## config.mk

```make
export PLATFORM = sky130hd
export DESIGN_NAME = gpa_fhdo_spi_responder
export DESIGN_NICKNAME = d
export VERILOG_FILES = /design/src/rtl/gpa_fhdo_pkg.sv /design/src/rtl/gpa_fhdo_spi_sync.sv /design/src/rtl/gpa_fhdo_spi_responder.sv
export SDC_FILE = /design/constraint.sdc
export NUM_CORES = 1
export LEC_CHECK = 0
export ABC_CLOCK_PERIOD_IN_PS = 2900
export CAP_MARGIN = 20
export CORE_MARGIN = 3
export CORE_UTILIZATION = 52
export DETAILED_ROUTE_END_ITERATION = 12
export PLACE_DENSITY = 0.78
export SYNTH_ARGS = -nofsm -noshare
export SYNTH_HDL_FRONTEND = slang
export SYNTH_SLANG_ARGS = --single-unit
```

## constraint.sdc

```tcl
create_clock -name clk -period 2.9 [get_ports clk]
set_clock_uncertainty 0.1 [all_clocks]
set_input_delay 0.29 -clock clk [delete_from_list [all_inputs] [get_ports clk]]
set_output_delay 0.29 -clock clk [all_outputs]
set_load 0.02 [all_outputs]
```

## src/rtl/gpa_fhdo_pkg.sv

```systemverilog
// Shared definitions for the GPA-FHDO SPI responder.
// Holds the DAC80504-style register addresses, the SYNC register reset value,
// the nominal frame lengths and the responder FSM state encoding.
package gpa_fhdo_pkg;

  localparam logic [3:0] ADDR_SYNC = 4'h2;
  localparam logic [3:0] ADDR_DAC0 = 4'h8;
  localparam logic [3:0] ADDR_DAC1 = 4'h9;
  localparam logic [3:0] ADDR_DAC2 = 4'hA;
  localparam logic [3:0] ADDR_DAC3 = 4'hB;

  localparam logic [15:0] SYNC_RST_VAL = 16'hFF00;

  localparam int unsigned DAC_FRAME_LEN = 24;
  localparam int unsigned ADC_FRAME_LEN = 32;

  typedef enum logic [1:0] {
    ST_IDLE   = 2'd0,
    ST_SHIFT  = 2'd1,
    ST_DECODE = 2'd2
  } state_e;

  // True for addresses that map to a real register (SYNC or DAC0..DAC3).
  function automatic logic is_reg_addr(input logic [3:0] addr);
    return (addr == ADDR_SYNC) || ((addr >= ADDR_DAC0) && (addr <= ADDR_DAC3));
  endfunction

endpackage

```

## src/rtl/gpa_fhdo_spi_sync.sv

```systemverilog
// Input synchroniser and edge detector for the GPA-FHDO SPI responder.
// Ports:
//   clk, rst_n     system clock, asynchronous active-low reset
//   spi_clk_i      raw SPI clock        spi_csn_i  raw chip select
//   spi_sdi_i      raw initiator data   sel_i      frame polarity (1: csn high = active)
//   sclk_fall_o    1-cycle pulse on a synced sclk falling edge
//   sdi_o          synced data, aligned with the synced sclk
//   fa_rise_o/fa_fall_o  frame-active edges
module gpa_fhdo_spi_sync #(
  parameter int unsigned SYNC_STAGES = 2
) (
  input  logic clk,
  input  logic rst_n,
  input  logic spi_clk_i,
  input  logic spi_csn_i,
  input  logic spi_sdi_i,
  input  logic sel_i,
  output logic sclk_fall_o,
  output logic sdi_o,
  output logic fa_rise_o,
  output logic fa_fall_o
);

  logic [SYNC_STAGES-1:0] sclk_sync_q, csn_sync_q, sdi_sync_q;
  logic                   sclk_prev_q, csn_prev_q;
  logic                   sclk_s, csn_s, fa_now, fa_prev;

  always_ff @(posedge clk or negedge rst_n) begin
    if (!rst_n) begin
      sclk_sync_q <= '0;
      csn_sync_q  <= '0;
      sdi_sync_q  <= '0;
      sclk_prev_q <= 1'b0;
      csn_prev_q  <= 1'b0;
    end else begin
      sclk_sync_q[0] <= spi_clk_i;
      csn_sync_q[0]  <= spi_csn_i;
      sdi_sync_q[0]  <= spi_sdi_i;
      for (int unsigned i = 1; i < SYNC_STAGES; i++) begin
        sclk_sync_q[i] <= sclk_sync_q[i-1];
        csn_sync_q[i]  <= csn_sync_q[i-1];
        sdi_sync_q[i]  <= sdi_sync_q[i-1];
      end
      sclk_prev_q <= sclk_s;
      csn_prev_q  <= csn_s;
    end
  end

  assign sclk_s = sclk_sync_q[SYNC_STAGES-1];
  assign csn_s  = csn_sync_q[SYNC_STAGES-1];
  assign sdi_o  = sdi_sync_q[SYNC_STAGES-1];

  assign sclk_fall_o = sclk_prev_q & ~sclk_s;

  // Both samples use the same polarity, so a change of sel_i alone never
  // looks like a frame edge.
  assign fa_now    = ~(csn_s ^ sel_i);
  assign fa_prev   = ~(csn_prev_q ^ sel_i);
  assign fa_rise_o = fa_now & ~fa_prev;
  assign fa_fall_o = ~fa_now & fa_prev;

endmodule

```

## src/rtl/gpa_fhdo_spi_responder.sv

```systemverilog
// GPA-FHDO board-side SPI responder (simulation / loopback model).
// Receives 24-bit DAC frames (csn low active) and 32-bit ADC frames (csn high
// active), decodes DAC register writes and returns a latched ADC word.
// Optional feature macro: GPA_FHDO_RESP_READBACK_EN (DAC register readback).
// Ports:
//   clk, rst_n                  system clock, asynchronous active-low reset
//   spi_clk_i/csn_i/sdi_i       SPI from initiator;  spi_sdo_o  data return
//   adc_sel_i                   frame type select (latched at frame start)
//   adc_value_i                 word returned in ADC frames
//   dac_ch0_o..dac_ch3_o        DAC channel registers
//   sync_reg_o                  SYNC register mirror
//   dac_update_o, adc_done_o, frame_err_o   1-cycle status pulses
//   adc_cmd_o                   first 16 bits of the last ADC frame
module gpa_fhdo_spi_responder
  import gpa_fhdo_pkg::*;
#(
  parameter int unsigned SYNC_STAGES    = 2,
  parameter int unsigned DATA_W         = 16,
  parameter int unsigned DAC_FRAME_BITS = DAC_FRAME_LEN,
  parameter int unsigned ADC_FRAME_BITS = ADC_FRAME_LEN
) (
  input  logic              clk,
  input  logic              rst_n,
  input  logic              spi_clk_i,
  input  logic              spi_csn_i,
  input  logic              spi_sdi_i,
  output logic              spi_sdo_o,
  input  logic              adc_sel_i,
  input  logic [DATA_W-1:0] adc_value_i,
  output logic [DATA_W-1:0] dac_ch0_o,
  output logic [DATA_W-1:0] dac_ch1_o,
  output logic [DATA_W-1:0] dac_ch2_o,
  output logic [DATA_W-1:0] dac_ch3_o,
  output logic [DATA_W-1:0] sync_reg_o,
  output logic              dac_update_o,
  output logic [DATA_W-1:0] adc_cmd_o,
  output logic              adc_done_o,
  output logic              frame_err_o
);

  localparam int unsigned CNT_W = 6;

  state_e                    state_q, state_d;
  logic [CNT_W-1:0]          bit_cnt_q, bit_cnt_d;
  logic [ADC_FRAME_BITS-1:0] sr_q, sr_d;
  logic [DATA_W-1:0]         adc_word_q, adc_word_d;
  logic                      sel_q, sel_d;
  logic [DATA_W-1:0]         dac_q [4];
  logic [DATA_W-1:0]         dac_d [4];
  logic [DATA_W-1:0]         sync_q, sync_d, adc_cmd_q, adc_cmd_d;
  logic                      upd_q, upd_d, done_q, done_d, err_q, err_d;

  logic                      sel_eff, sclk_fall, sdi_s, fa_rise, fa_fall;
  logic                      fr_rw;
  logic [3:0]                fr_addr;
  logic [DATA_W-1:0]         fr_data;
  logic                      sdo;
  logic [DATA_W-1:0]         adc_shift;

`ifdef GPA_FHDO_RESP_READBACK_EN
  logic                      rb_armed_q, rb_armed_d, rb_active_q, rb_active_d;
  logic [3:0]                rb_addr_q, rb_addr_d;
  logic [DAC_FRAME_BITS-1:0] rb_word_q, rb_word_d, rb_shift;
  logic [DATA_W-1:0]         rb_read;
`endif

  // Outside a frame the live select decides polarity; inside, the latched one.
  assign sel_eff = (state_q == ST_IDLE) ? adc_sel_i : sel_q;

  gpa_fhdo_spi_sync #(.SYNC_STAGES(SYNC_STAGES)) u_sync (
    .clk         (clk),
    .rst_n       (rst_n),
    .spi_clk_i   (spi_clk_i),
    .spi_csn_i   (spi_csn_i),
    .spi_sdi_i   (spi_sdi_i),
    .sel_i       (sel_eff),
    .sclk_fall_o (sclk_fall),
    .sdi_o       (sdi_s),
    .fa_rise_o   (fa_rise),
    .fa_fall_o   (fa_fall)
  );

  assign fr_rw   = sr_q[DAC_FRAME_BITS-1];
  assign fr_addr = sr_q[DATA_W +: 4];
  assign fr_data = sr_q[DATA_W-1:0];

`ifdef GPA_FHDO_RESP_READBACK_EN
  always_comb begin
    rb_read = '0;
    case (rb_addr_q)
      ADDR_SYNC: rb_read = sync_q;
      ADDR_DAC0: rb_read = dac_q[0];
      ADDR_DAC1: rb_read = dac_q[1];
      ADDR_DAC2: rb_read = dac_q[2];
      ADDR_DAC3: rb_read = dac_q[3];
      default:   rb_read = '0;
    endcase
  end
`endif

  always_comb begin
    state_d    = state_q;
    bit_cnt_d  = bit_cnt_q;
    sr_d       = sr_q;
    adc_word_d = adc_word_q;
    sel_d      = sel_q;
    dac_d      = dac_q;
    sync_d     = sync_q;
    adc_cmd_d  = adc_cmd_q;
    upd_d      = 1'b0;
    done_d     = 1'b0;
    err_d      = 1'b0;
`ifdef GPA_FHDO_RESP_READBACK_EN
    rb_armed_d  = rb_armed_q;
    rb_active_d = rb_active_q;
    rb_addr_d   = rb_addr_q;
    rb_word_d   = rb_word_q;
`endif
    case (state_q)
      ST_IDLE: begin
        if (fa_rise) begin
          state_d    = ST_SHIFT;
          bit_cnt_d  = '0;
          sr_d       = '0;
          adc_word_d = adc_value_i;
          sel_d      = adc_sel_i;
`ifdef GPA_FHDO_RESP_READBACK_EN
          // An armed readback is consumed by the next DAC frame, whatever its length.
          if (!adc_sel_i) begin
            rb_active_d = rb_armed_q;
            rb_armed_d  = 1'b0;
            rb_word_d   = DAC_FRAME_BITS'(rb_read);
          end
`endif
        end
      end
      ST_SHIFT: begin
        if (sclk_fall) begin
          sr_d = {sr_q[ADC_FRAME_BITS-2:0], sdi_s};
          if (bit_cnt_q != '1) bit_cnt_d = bit_cnt_q + 1'b1;
        end
        if (fa_fall) state_d = ST_DECODE;
      end
      ST_DECODE: begin
        state_d = ST_IDLE;
`ifdef GPA_FHDO_RESP_READBACK_EN
        rb_active_d = 1'b0;
`endif
        if (!sel_q && (bit_cnt_q == CNT_W'(DAC_FRAME_BITS))) begin
          if (!fr_rw) begin
            case (fr_addr)
              ADDR_SYNC: begin sync_d   = fr_data; upd_d = 1'b1; end
              ADDR_DAC0: begin dac_d[0] = fr_data; upd_d = 1'b1; end
              ADDR_DAC1: begin dac_d[1] = fr_data; upd_d = 1'b1; end
              ADDR_DAC2: begin dac_d[2] = fr_data; upd_d = 1'b1; end
              ADDR_DAC3: begin dac_d[3] = fr_data; upd_d = 1'b1; end
              default: ;
            endcase
          end
`ifdef GPA_FHDO_RESP_READBACK_EN
          else if (is_reg_addr(fr_addr)) begin
            rb_armed_d = 1'b1;
            rb_addr_d  = fr_addr;
          end
`endif
        end else if (sel_q && (bit_cnt_q == CNT_W'(ADC_FRAME_BITS))) begin
          adc_cmd_d = sr_q[ADC_FRAME_BITS-1 -: DATA_W];
          done_d    = 1'b1;
        end else begin
          err_d = 1'b1;
        end
      end
      default: state_d = ST_IDLE;
    endcase
  end

  // Return path: the ADC word starts after falling edge #(ADC-DATA_W) and
  // advances one bit per later falling edge.
  always_comb begin
    sdo       = 1'b0;
    adc_shift = adc_word_q << (bit_cnt_q - CNT_W'(ADC_FRAME_BITS - DATA_W));
`ifdef GPA_FHDO_RESP_READBACK_EN
    rb_shift  = rb_word_q << bit_cnt_q;
`endif
    if (state_q == ST_SHIFT) begin
      if (sel_q) begin
        if ((bit_cnt_q >= CNT_W'(ADC_FRAME_BITS - DATA_W)) &&
            (bit_cnt_q <  CNT_W'(ADC_FRAME_BITS)))
          sdo = adc_shift[DATA_W-1];
      end
`ifdef GPA_FHDO_RESP_READBACK_EN
      else if (rb_active_q && (bit_cnt_q < CNT_W'(DAC_FRAME_BITS))) begin
        sdo = rb_shift[DAC_FRAME_BITS-1];
      end
`endif
    end
  end

  always_ff @(posedge clk or negedge rst_n) begin
    if (!rst_n) begin
      state_q    <= ST_IDLE;
      bit_cnt_q  <= '0;
      sr_q       <= '0;
      adc_word_q <= '0;
      sel_q      <= 1'b0;
      for (int unsigned i = 0; i < 4; i++) dac_q[i] <= '0;
      sync_q     <= DATA_W'(SYNC_RST_VAL);
      adc_cmd_q  <= '0;
      upd_q      <= 1'b0;
      done_q     <= 1'b0;
      err_q      <= 1'b0;
`ifdef GPA_FHDO_RESP_READBACK_EN
      rb_armed_q  <= 1'b0;
      rb_active_q <= 1'b0;
      rb_addr_q   <= '0;
      rb_word_q   <= '0;
`endif
    end else begin
      state_q    <= state_d;
      bit_cnt_q  <= bit_cnt_d;
      sr_q       <= sr_d;
      adc_word_q <= adc_word_d;
      sel_q      <= sel_d;
      dac_q      <= dac_d;
      sync_q     <= sync_d;
      adc_cmd_q  <= adc_cmd_d;
      upd_q      <= upd_d;
      done_q     <= done_d;
      err_q      <= err_d;
`ifdef GPA_FHDO_RESP_READBACK_EN
      rb_armed_q  <= rb_armed_d;
      rb_active_q <= rb_active_d;
      rb_addr_q   <= rb_addr_d;
      rb_word_q   <= rb_word_d;
`endif
    end
  end

  assign spi_sdo_o    = sdo;
  assign dac_ch0_o    = dac_q[0];
  assign dac_ch1_o    = dac_q[1];
  assign dac_ch2_o    = dac_q[2];
  assign dac_ch3_o    = dac_q[3];
  assign sync_reg_o   = sync_q;
  assign adc_cmd_o    = adc_cmd_q;
  assign dac_update_o = upd_q;
  assign adc_done_o   = done_q;
  assign frame_err_o  = err_q;

endmodule

```

==> metrics, run 1 <==
crit path max fanout 10; top-area cell type share of the netlist area 59.0%; sequential area share after synthesis between 60% and 70%; worst-margin pin slew between 0.5 and 0.6 ns; number of diodes 0; CTS tree yes; RSZ-0062 raised after global routing no; area grow syn2layout 31.2%; critical-path cell list mux4_2 > nand2_1 > a21o_1 > a211oi_1 > dlygate4sd2_1; placed cell count 802; Pre-antenna DRT Iters 5; commonest non-fill, non-tap cell in the layout dfrtp_1; first-pass GRT wire length 23.0 mm; die area 0.0141 mm²; Die H 119 µm; most area-consuming cells after synthesis dfrtp_1, mux2_2, nand2_1; total power 5.75 mW; global route overflow 0; WS Path Type reg -> out; status finished clean; Syn. warnings 0; Initial Util 54.2%; sequential cell area between 0.004 and 0.005 mm²; Setup Buffers After CTS 0; core area 0.0122 mm²; Slew HR 65.1%; largest net degree at the start of global routing 73; CP startpoint kind flip-flop; Post-synth EDFFs 0; Yosys cell types 46; Core Rows 40; Max H-tree Level 4; Synth Flop Type dfrtp_1; Hold Path Class in -> reg; vias in the first global route 4454; FMAX 0.379 GHz; I/O pin total approximately 120; Initial DRC Count ~290; pwr dens roughly 660 mW/mm²; Max Root-Sink Buffers 2; clock buffer count from CTS 17; die width about 120 µm; Avg Cell Area, Syn 12.5 µm²; Critical-path top delay cell dfrtp_1; Clock Tree Root clkbuf_16; final instance area 0.00867 mm²; Max Cap Viol 0; nets@finish 681; clock-pin slew on the worst setup and hold paths 0.06 ns; Total GRT Usage 20.7%; crit path time final between 2 and 3 ns; crit end category primary output; Synth Net Count 554; leak pwr 4.03 nW; GPL Wtd Cong 0.812; drt wl/cell between 15 and 20 µm; final slew viol count 0; Remaining DRCs 0; # clock sinks roughly 160; initial antenna violation count 0; ys async rst share 100%; CP Data Arrival Time 2.25 ns; final setup TNS 0 ns; area occupied by multi-input gates approximately 0.0023 mm²; most frequent cells in the layout dfrtp_1, nand2_1, clkdlybuf4s50_1; Via density 5.30; vias 4428; final-report setup violation count 0; ANT nets after route 0; fin cells 835; mapped cell area 0.00661 mm²; post-synthesis register bit count ~160; ratio of cells with drive above 1 in the final layout 24.4%; dpl cell area approximately 0.0080 mm²; CP peak stage delay approximately 0.5 ns; period utilization approximately 91%; total of fill cells in the finished design 892; area leader, netlist dfrtp_1; critical path required time 2.51 ns; Port Buf Inserts 121; DP HPWL 9.21 mm; Clk Latency, worst-skew pair 0.42 ns; Worst VDD drop 543 µV; routed wire length 13.9 mm; Post-Syn Instances 527; Final Hold Viols 0
-- registers in the layout (all words and copies together), names as in the netlist --
signal and flops:
dac_update_o 1, bit_cnt_q 6, sr_q 32, dac_ch2_o 16, u_sync.csn_prev_q 1, adc_done_o 1, u_sync.csn_sync_q 2, adc_cmd_o 16
dac_ch0_o 16, u_sync.sdi_sync_q 2, adc_word_q 16, u_sync.sclk_prev_q 1, sync_reg_o 16, dac_ch3_o 16, sel_q 1, state_q 2
dac_ch1_o 16, frame_err_o 1, u_sync.sclk_sync_q 2
-- cells by family (layout without fill, tap and decap cells) --
kind of cell    after synthesis  after routing  synth area share, %
compound gates               54             54                 4.75
fa+ha+maj                     5              5                0.946
buf+inv                      38            178                 3.08
flops                       164            164                 62.2
mux                         102            102                 17.7
simple gates                164            164                 11.3
-- final cells by class --
| class | count | share of cell area (%) |
|---|---|---|
| clock buffers | 20 | 5.38 |
| clock inverters | 12 | 2.00 |
| inverters | 10 | 0.433 |
| multi-input cells | 325 | 26.6 |
| flip-flops and latches | 164 | 47.4 |
| well taps | 168 | 2.42 |
| repair buffers | 136 | 15.7 |
-- per-layer routing --
metal / part of all wire (%) / up-vias / wire, µm / global-route usage, %
li1: - / 2064 / - / -
met1: 44 / 2216 / 6110 / 27.3
met2: 49 / 124 / 6870 / 33.1
met3: 4.6 / 24 / 642 / 4.78
met4: 2.1 / 0 / 287 / 8.40
met5: 0 / - / 0 / 0
-- through the flow --
| stage | setup slack, ns | utilization (%) | hold WS [ns] |
|---|---|---|---|
| after global routing | 0.149 | 71.0 | 0.184 |
| after global placement | 0.471 | 65.7 | 0.184 |
| final | 0.261 | 71.0 | 0.207 |
| after CTS | 0.246 | 71.0 | 0.187 |
| after floorplan | 0.513 | - | -0.106 |
| after detailed placement | 0.416 | 65.7 | 0.194 |
-- cell usage after synthesis (2+ instances only) --
| library cell | count |
|---|---|
| buf_2 | 7 |
| nor4b_1 | 2 |
| o21ai_0 | 34 |
| nand2b_1 | 2 |
| mux4_2 | 2 |
| o31ai_1 | 4 |
| ha_1 | 5 |
| nor2_1 | 6 |
| a211oi_1 | 2 |
| nand4b_1 | 2 |
| buf_6 | 3 |
| or4_1 | 3 |
| buf_4 | 2 |
| clkbuf_1 | 14 |
| nor3_1 | 5 |
| buf_8 | 2 |
| or3_1 | 2 |
| dfstp_2 | 8 |
| nand2_1 | 123 |
| mux2_2 | 95 |
| mux2i_1 | 4 |
| a21oi_1 | 6 |
| inv_1 | 10 |
| and3_1 | 2 |
| nand3_1 | 6 |
| dfrtp_1 | 156 |
-- what timing repair did --
action	CTS	global route
endpoints found under the hold margin	55	0
hold buffers	1	0
resized for setup	2	0
endpoints found under the setup margin	1	0
-- report_power, final --
group          internal (mW)  total (mW)  switching (mW)
Combinational          0.266       0.609           0.343
Clock                   1.51        2.41           0.894
Sequential              2.49        2.74           0.247
-- critical path, delay by kind of cell (launching register included) --
family          cells  cell delay [ns]
mux                 1             0.40
simple gates        1             0.06
flops               1             0.51
buf+inv             1             0.38
compound gates      2             0.48
-- final timing paths --
path / to / slack [ns] / from / cells after the start
max in group asynchronous: u_sync.csn_prev_q / 1.52 / rst_n / 3
worst max-delay path: spi_sdo_o / 0.26 / bit_cnt_q[0] / 5
min in group asynchronous: dac_ch0_o[12] / 0.32 / rst_n / 2
worst min register to register: u_sync.sdi_sync_q[1] / 0.25 / u_sync.sdi_sync_q[0] / 0
worst max register to register: sync_reg_o[2] / 0.41 / bit_cnt_q[0] / 6
worst min-delay path: u_sync.sdi_sync_q[0] / 0.21 / spi_sdi_i / 1
Note: power is estimated with default switching activity, not from simulation.
==> run 2, diff against run 1 <==
Settings changed: ABC_CLOCK_PERIOD_IN_PS 2900 to 3250, CORE_UTILIZATION 52 to 58, CTS_BUF_LIST set to sky130_fd_sc_hd__clkbuf_4 sky130_fd_sc_hd__clkbuf_8, PLACE_DENSITY 0.78 to 0.86, SETUP_SLACK_MARGIN set to 0.02.
Clock period 2.9 ns to 3.25 ns, I/O delays scaled along.
==> run 2 against run 1 <==
  * Wire length grew 6.2%
  * Die area shrank 9.8%
  * Largest cell class unchanged
  * Via count grew 1.1%
  * Cell count shrank 4.0%
  * Worst hold slack gained 0.0054 ns
  * Count of clock-buffer cells in the layout shrank 3
  * Core utilization grew 4.9 points
  * Non-clock buffer count shrank 5
  * Cell area shrank 3.9%
  * Combinational power shrank 13%
  * Sequential share of layout area grew 1.9 points
  * First-iteration DRC count shrank 1.8%
==> metrics, run 2 (synthesis results as in run 1) <==
period utilization between 90 and 100%; largest net degree at the start of global routing 99 (+36%); CP startpoint kind flip-flop; worst-margin pin slew 0.866 ns (+0.342 ns); vias 4476 (+1.1%); critical-path cell list mux4_2 > nand2_1 > a21o_1 > a211oi_1 > clkdlybuf4s50_1; RSZ-0062 raised after global routing no; Max H-tree Level 4 (unchanged); Port Buf Inserts 121 (unchanged); clock-pin slew on the worst setup and hold paths 0.09 ns (+0.03 ns); drt wl/cell 18.4 µm (+11%); final slew viol count 0 (unchanged); Clock Tree Root clkbuf_8; Setup Buffers After CTS 0 (unchanged); critical path required time 2.82 ns (+0.31 ns); Die H 113 µm (-5.0%); Biggest register sr_q; ANT nets after route 0 (unchanged); pwr dens 534 mW/mm² (-19%); global route overflow 0 (unchanged); leak pwr 3.87 nW (-3.9%); I/O pin total 122 (unchanged); core area 0.0110 mm² (-10%); Clk Latency, worst-skew pair 0.44 ns (+0.02 ns); commonest non-fill, non-tap cell in the layout dfrtp_1; die area 0.0127 mm² (-9.8%); vias in the first global route 4756 (+6.8%); CTS tree yes; Total GRT Usage 24.4% (+3.7 points); Critical-path top delay cell clkdlybuf4s50_1; Max Root-Sink Buffers 2 (unchanged); final core occ 75.9% (+4.9 points); clock buffer count from CTS 17 (unchanged); DP HPWL 9.95 mm (+8.0%); crit path max fanout 10 (unchanged); number of diodes 0 (unchanged); Initial Util 60.2% (+6.1 points); Worst VDD drop 273 µV (-50%); CP peak stage delay 0.67 ns (+0.16 ns); CP Data Arrival Time 2.57 ns (+0.32 ns); final setup TNS 0 ns (unchanged); HP Start spi_csn_i; ratio of cells with drive above 1 in the final layout 23.6% (-0.87 points); WS Path Type reg -> out; Remaining DRCs 0 (unchanged); crit end category primary output; die width 113 µm (-5.0%); Flop pwr share 55.0% (+7.4 points); Final Hold Viols 0 (unchanged); Slew HR 42.3% (-23 points); most frequent cells in the layout dfrtp_1, nand2_1, clkdlybuf4s50_1; placed cell count 769 (-4.1%); Core Rows 38 (-5.0%); NetSw 1.31 mW (-12%); max FFs per register 32 (unchanged); Clock power frac 33.2% (-8.6 points); GPL Wtd Cong 0.896 (+10%); fin worst setup slack 0.256 ns (-0.00530 ns); status finished clean; first-pass GRT wire length 24.3 mm (+5.8%); Pre-antenna DRT Iters 5 (unchanged); Int Pwr 3.15 mW (-26%); crit path time final 2.99 ns; initial antenna violation count 0 (unchanged); # clock sinks 164 (unchanged); Sw Share 29.4% (+3.6 points); area grow syn2layout 26.1%; total power 4.45 mW (-23%); Initial DRC Count 280 (-1.8%); final-report setup violation count 0 (unchanged); Resized Gates After CTS 0 (-2); Via density 5.58 (+5.2%); nets@finish 676 (-0.73%); Comb power frac 11.8% (+1.2 points); FMAX approximately 0.33 GHz; Max Cap Viol 0 (unchanged); pre-CTS WS 0.541 ns (+0.125 ns); Setup crit start bit_cnt_q[0]; routed wire length 14.8 mm (+6.2%); reg-to-reg critical path startpoint bit_cnt_q[0]; fin cells 802 (-4.0%); Hold Path Class in -> reg
[run 2: cell types whose count changed in the layout (fill, tap and decap cells not counted), moves of 2 or more]
cell,change
bufinv_16,-2
clkbuf_8,+14
inv_8,+2
clkbuf_16,-17
buf_12,-2
inv_6,+2
clkinvlp_4,+3
buf_4,-3
clkinv_2,-3
[run 2: final timing paths]
kind | end | slack (ns) | cells past startpoint
max | spi_sdo_o | 0.26 | 5
min | u_sync.csn_sync_q[0] | 0.21 | 1
max reg2reg | dac_ch1_o[11] | 0.51 | 6
min reg2reg | u_sync.sdi_sync_q[1] | 0.25 | 0
max in group asynchronous | sync_reg_o[10] | 1.72 | 3
min in group asynchronous | adc_cmd_o[9] | 0.44 | 2
[run 2: power groups by stage]
stage	sequential, mW	clock (mW)	combinational (mW)
floorplan	2.36	0	0.422
global placement	2.46	0	0.502
detailed placement	2.49	0	0.526
CTS	2.45	1.50	0.535
global route	2.48	1.60	0.604
finish	2.45	1.48	0.528
[run 2: per-layer routing]
metal / track usage, % / wire (µm)
met1: 30.9 / 6120
met4: 8.49 / 304
met5: 0 / 0
met2: 41.3 / 7540
met3: 5.88 / 806
[run 2: critical path: cells and delay by family (launching register included)]
| family | cells | cell delay [ns] |
|---|---|---|
| AO/OA/AOI/OAI | 2 | 0.46 |
| buffers and inverters | 1 | 0.67 |
| flip-flops | 1 | 0.53 |
| multiplexers | 1 | 0.41 |
| AND/OR/NAND/NOR | 1 | 0.06 |
[run 2: area by class of cell]
cell class | count | area (µm²)
Fill cell | 719 | 2640
Sequential cell | 164 | 4110
Inverter | 10 | 37.5
Multi-Input combinational cell | 325 | 2310
Tap cell | 140 | 175
Clock buffer | 17 | 234
Clock inverter | 15 | 170
Timing Repair Buffer | 131 | 1300
[run 2: stage by stage]
stage          area [µm²]  hold slack [ns]
2_1_floorplan        6610          -0.0706
5_1_grt              8340            0.189
3_5_place_dp         7930            0.235
4_1_cts              8340            0.192
6_report             8340            0.212
3_3_place_gp         7930            0.232
[run 2: timing repair]
action	in CTS	in global routing
hold endpoints to repair	92	0
setup endpoints to repair	0	0
hold buffers	1	0
==> run 3, diff against run 2 <==
--- a/constraint.sdc
+++ b/constraint.sdc
@@ -4,2 +4,2 @@
 set_output_delay 0.325 -clock clk [all_outputs]
-set_load 0.02 [all_outputs]
+set_load 0.005 [all_outputs]
==> run 3 against run 2 <==
  * Flip-flop and latch count unchanged
  * First-iteration DRC count down 30%
  * Power up 1.7%
  * Fmax up 3.9%
  * Highest routed layer unchanged
==> metrics, run 3 (synthesis results as in run 1) <==
Hold Path Class in -> reg; Initial Util 60.2% (unchanged); Worst VDD drop 342 µV (+26%); crit end category primary output; Core Rows 38 (unchanged); Remaining DRCs 0 (unchanged); clock buffer count from CTS 17 (unchanged); CP endpoint spi_sdo_o; period utilization 88.7% (-3.4 points); Max H-tree Level 4 (unchanged); final core occ 76.3% (+0.33 points); status finished clean; area grow syn2layout 26.6%; reg-to-reg critical path startpoint bit_cnt_q[0]; Resized Gates After CTS 0 (unchanged); Max Root-Sink Buffers 2 (unchanged); WS Path Type reg -> out; first-pass GRT wire length 23.4 mm (-3.7%); I/O pin total 122 (unchanged); number of diodes 0 (unchanged); fin worst setup slack 0.367 ns (+0.112 ns); nets@finish 676 (unchanged); Biggest register sr_q; most frequent cells in the layout dfrtp_1, nand2_1, clkdlybuf4s50_1; crit path max fanout 10 (unchanged); reg2reg end dac_ch0_o[5]; dpl cell area 0.00793 mm² (unchanged); pre-CTS WS 0.553 ns (+0.0115 ns); Max Cap Viol 0 (unchanged); placed cell count 769 (unchanged); Setup crit start bit_cnt_q[0]; worst-margin pin slew 0.868 ns (+0.00210 ns); CP Data Arrival Time 2.46 ns (-0.11 ns); ANT nets after route 0 (unchanged); drt wl/cell 17.6 µm (-4.5%); max FFs per register 32 (unchanged); Die H 113 µm (unchanged); Initial DRC Count 197 (-30%); die area 0.0127 mm² (unchanged); Setup Buffers After CTS 0 (unchanged); CP peak stage delay 0.56 ns (-0.11 ns); crit-path leading delay family buffers and inverters; # clock sinks 164 (unchanged); final-report setup violation count 0 (unchanged); ratio of cells with drive above 1 in the final layout 23.6% (unchanged); final setup TNS 0 ns (unchanged); Total GRT Usage 23.2% (-1.2 points); CP startpoint kind flip-flop; worst hold margin 0.213 ns (+0.000554 ns); FMAX 0.347 GHz (+3.9%); RSZ-0062 raised after global routing no; Final Hold Viols 0 (unchanged); global route overflow 0 (unchanged); Pre-antenna DRT Iters 4 (-1); initial antenna violation count 0 (unchanged); pwr dens 541 mW/mm² (+1.3%); Clk Latency, worst-skew pair 0.44 ns (about the same); fin cells 802 (unchanged); Via density 5.60 (+0.29%); largest net degree at the start of global routing 99 (unchanged); HP Start spi_csn_i; CP Buf/Inv Count 1 (unchanged); Slew HR 42.1% (-0.14 points); DP HPWL 9.67 mm (-2.8%); final slew viol count 0 (unchanged); total power 4.53 mW (+1.7%); R2R Setup Slk 0.52 ns (about the same); commonest non-fill, non-tap cell in the layout dfrtp_1; GPL Wtd Cong 0.895 (about the same); critical-path cell list mux4_2 > nand2_1 > a21o_1 > a211oi_1 > clkdlybuf4s50_1; leak pwr 3.90 nW (+0.87%); crit path time final 2.88 ns (-0.112 ns); Clock Tree Root clkbuf_8; clock-pin slew on the worst setup and hold paths 0.09 ns (about the same); die width 113 µm (unchanged); post-cts hold buffer count 1 (unchanged); Port Buf Inserts 121 (unchanged); critical path required time 2.82 ns (about the same); CTS tree yes; routed wire length 14.1 mm (-4.5%); Critical-path top delay cell clkdlybuf4s50_1; vias 4489 (+0.29%); core area 0.0110 mm² (unchanged); vias in the first global route 4725 (-0.65%); Critical Path Stages 5 (unchanged); r2r worst-path depth 6 (unchanged); final instance area 0.00838 mm² (+0.44%)
-- run 3: cell types whose count changed in the layout (fill, tap and decap cells not counted), sizes merged --
cell,change
clkbuf,+5
inv,-4
clkinv,+2
clkinvlp,-4
bufinv,+1
-- run 3: where the power goes --
group          leakage, nW  total, mW  switching, mW  internal, mW
logic                 1.46      0.520          0.294         0.225
registers             2.21       2.44          0.221          2.22
clock network        0.227       1.57          0.715         0.858
total                 3.90       4.53           1.23          3.30
-- run 3: routing by layer --
layer	routed length, µm	GRT usage [%]	share of wire [%]
met2	7220	40.2	51
met5	0	0	0
met3	805	6.10	5.7
met1	5790	28.7	41
met4	301	7.13	2.1
-- run 3: worst min-delay path by stage --
stage,to,slack [ns],cells after the start
floorplan,adc_cmd_o[0],-0.07,0
global placement,u_sync.sdi_sync_q[1],0.23,0
detailed placement,u_sync.sdi_sync_q[1],0.24,0
CTS,u_sync.csn_sync_q[0],0.19,1
global route,u_sync.sclk_sync_q[0],0.19,1
finish,u_sync.csn_sync_q[0],0.21,1
-- run 3: layout make-up --
class                           instances  area, µm²
Clock buffer                           22        297
Clock inverter                         10        144
Fill cell                             683       2610
Inverter                               10       37.5
Multi-Input combinational cell        325       2310
Sequential cell                       164       4110
Tap cell                              140        175
Timing Repair Buffer                  131       1300
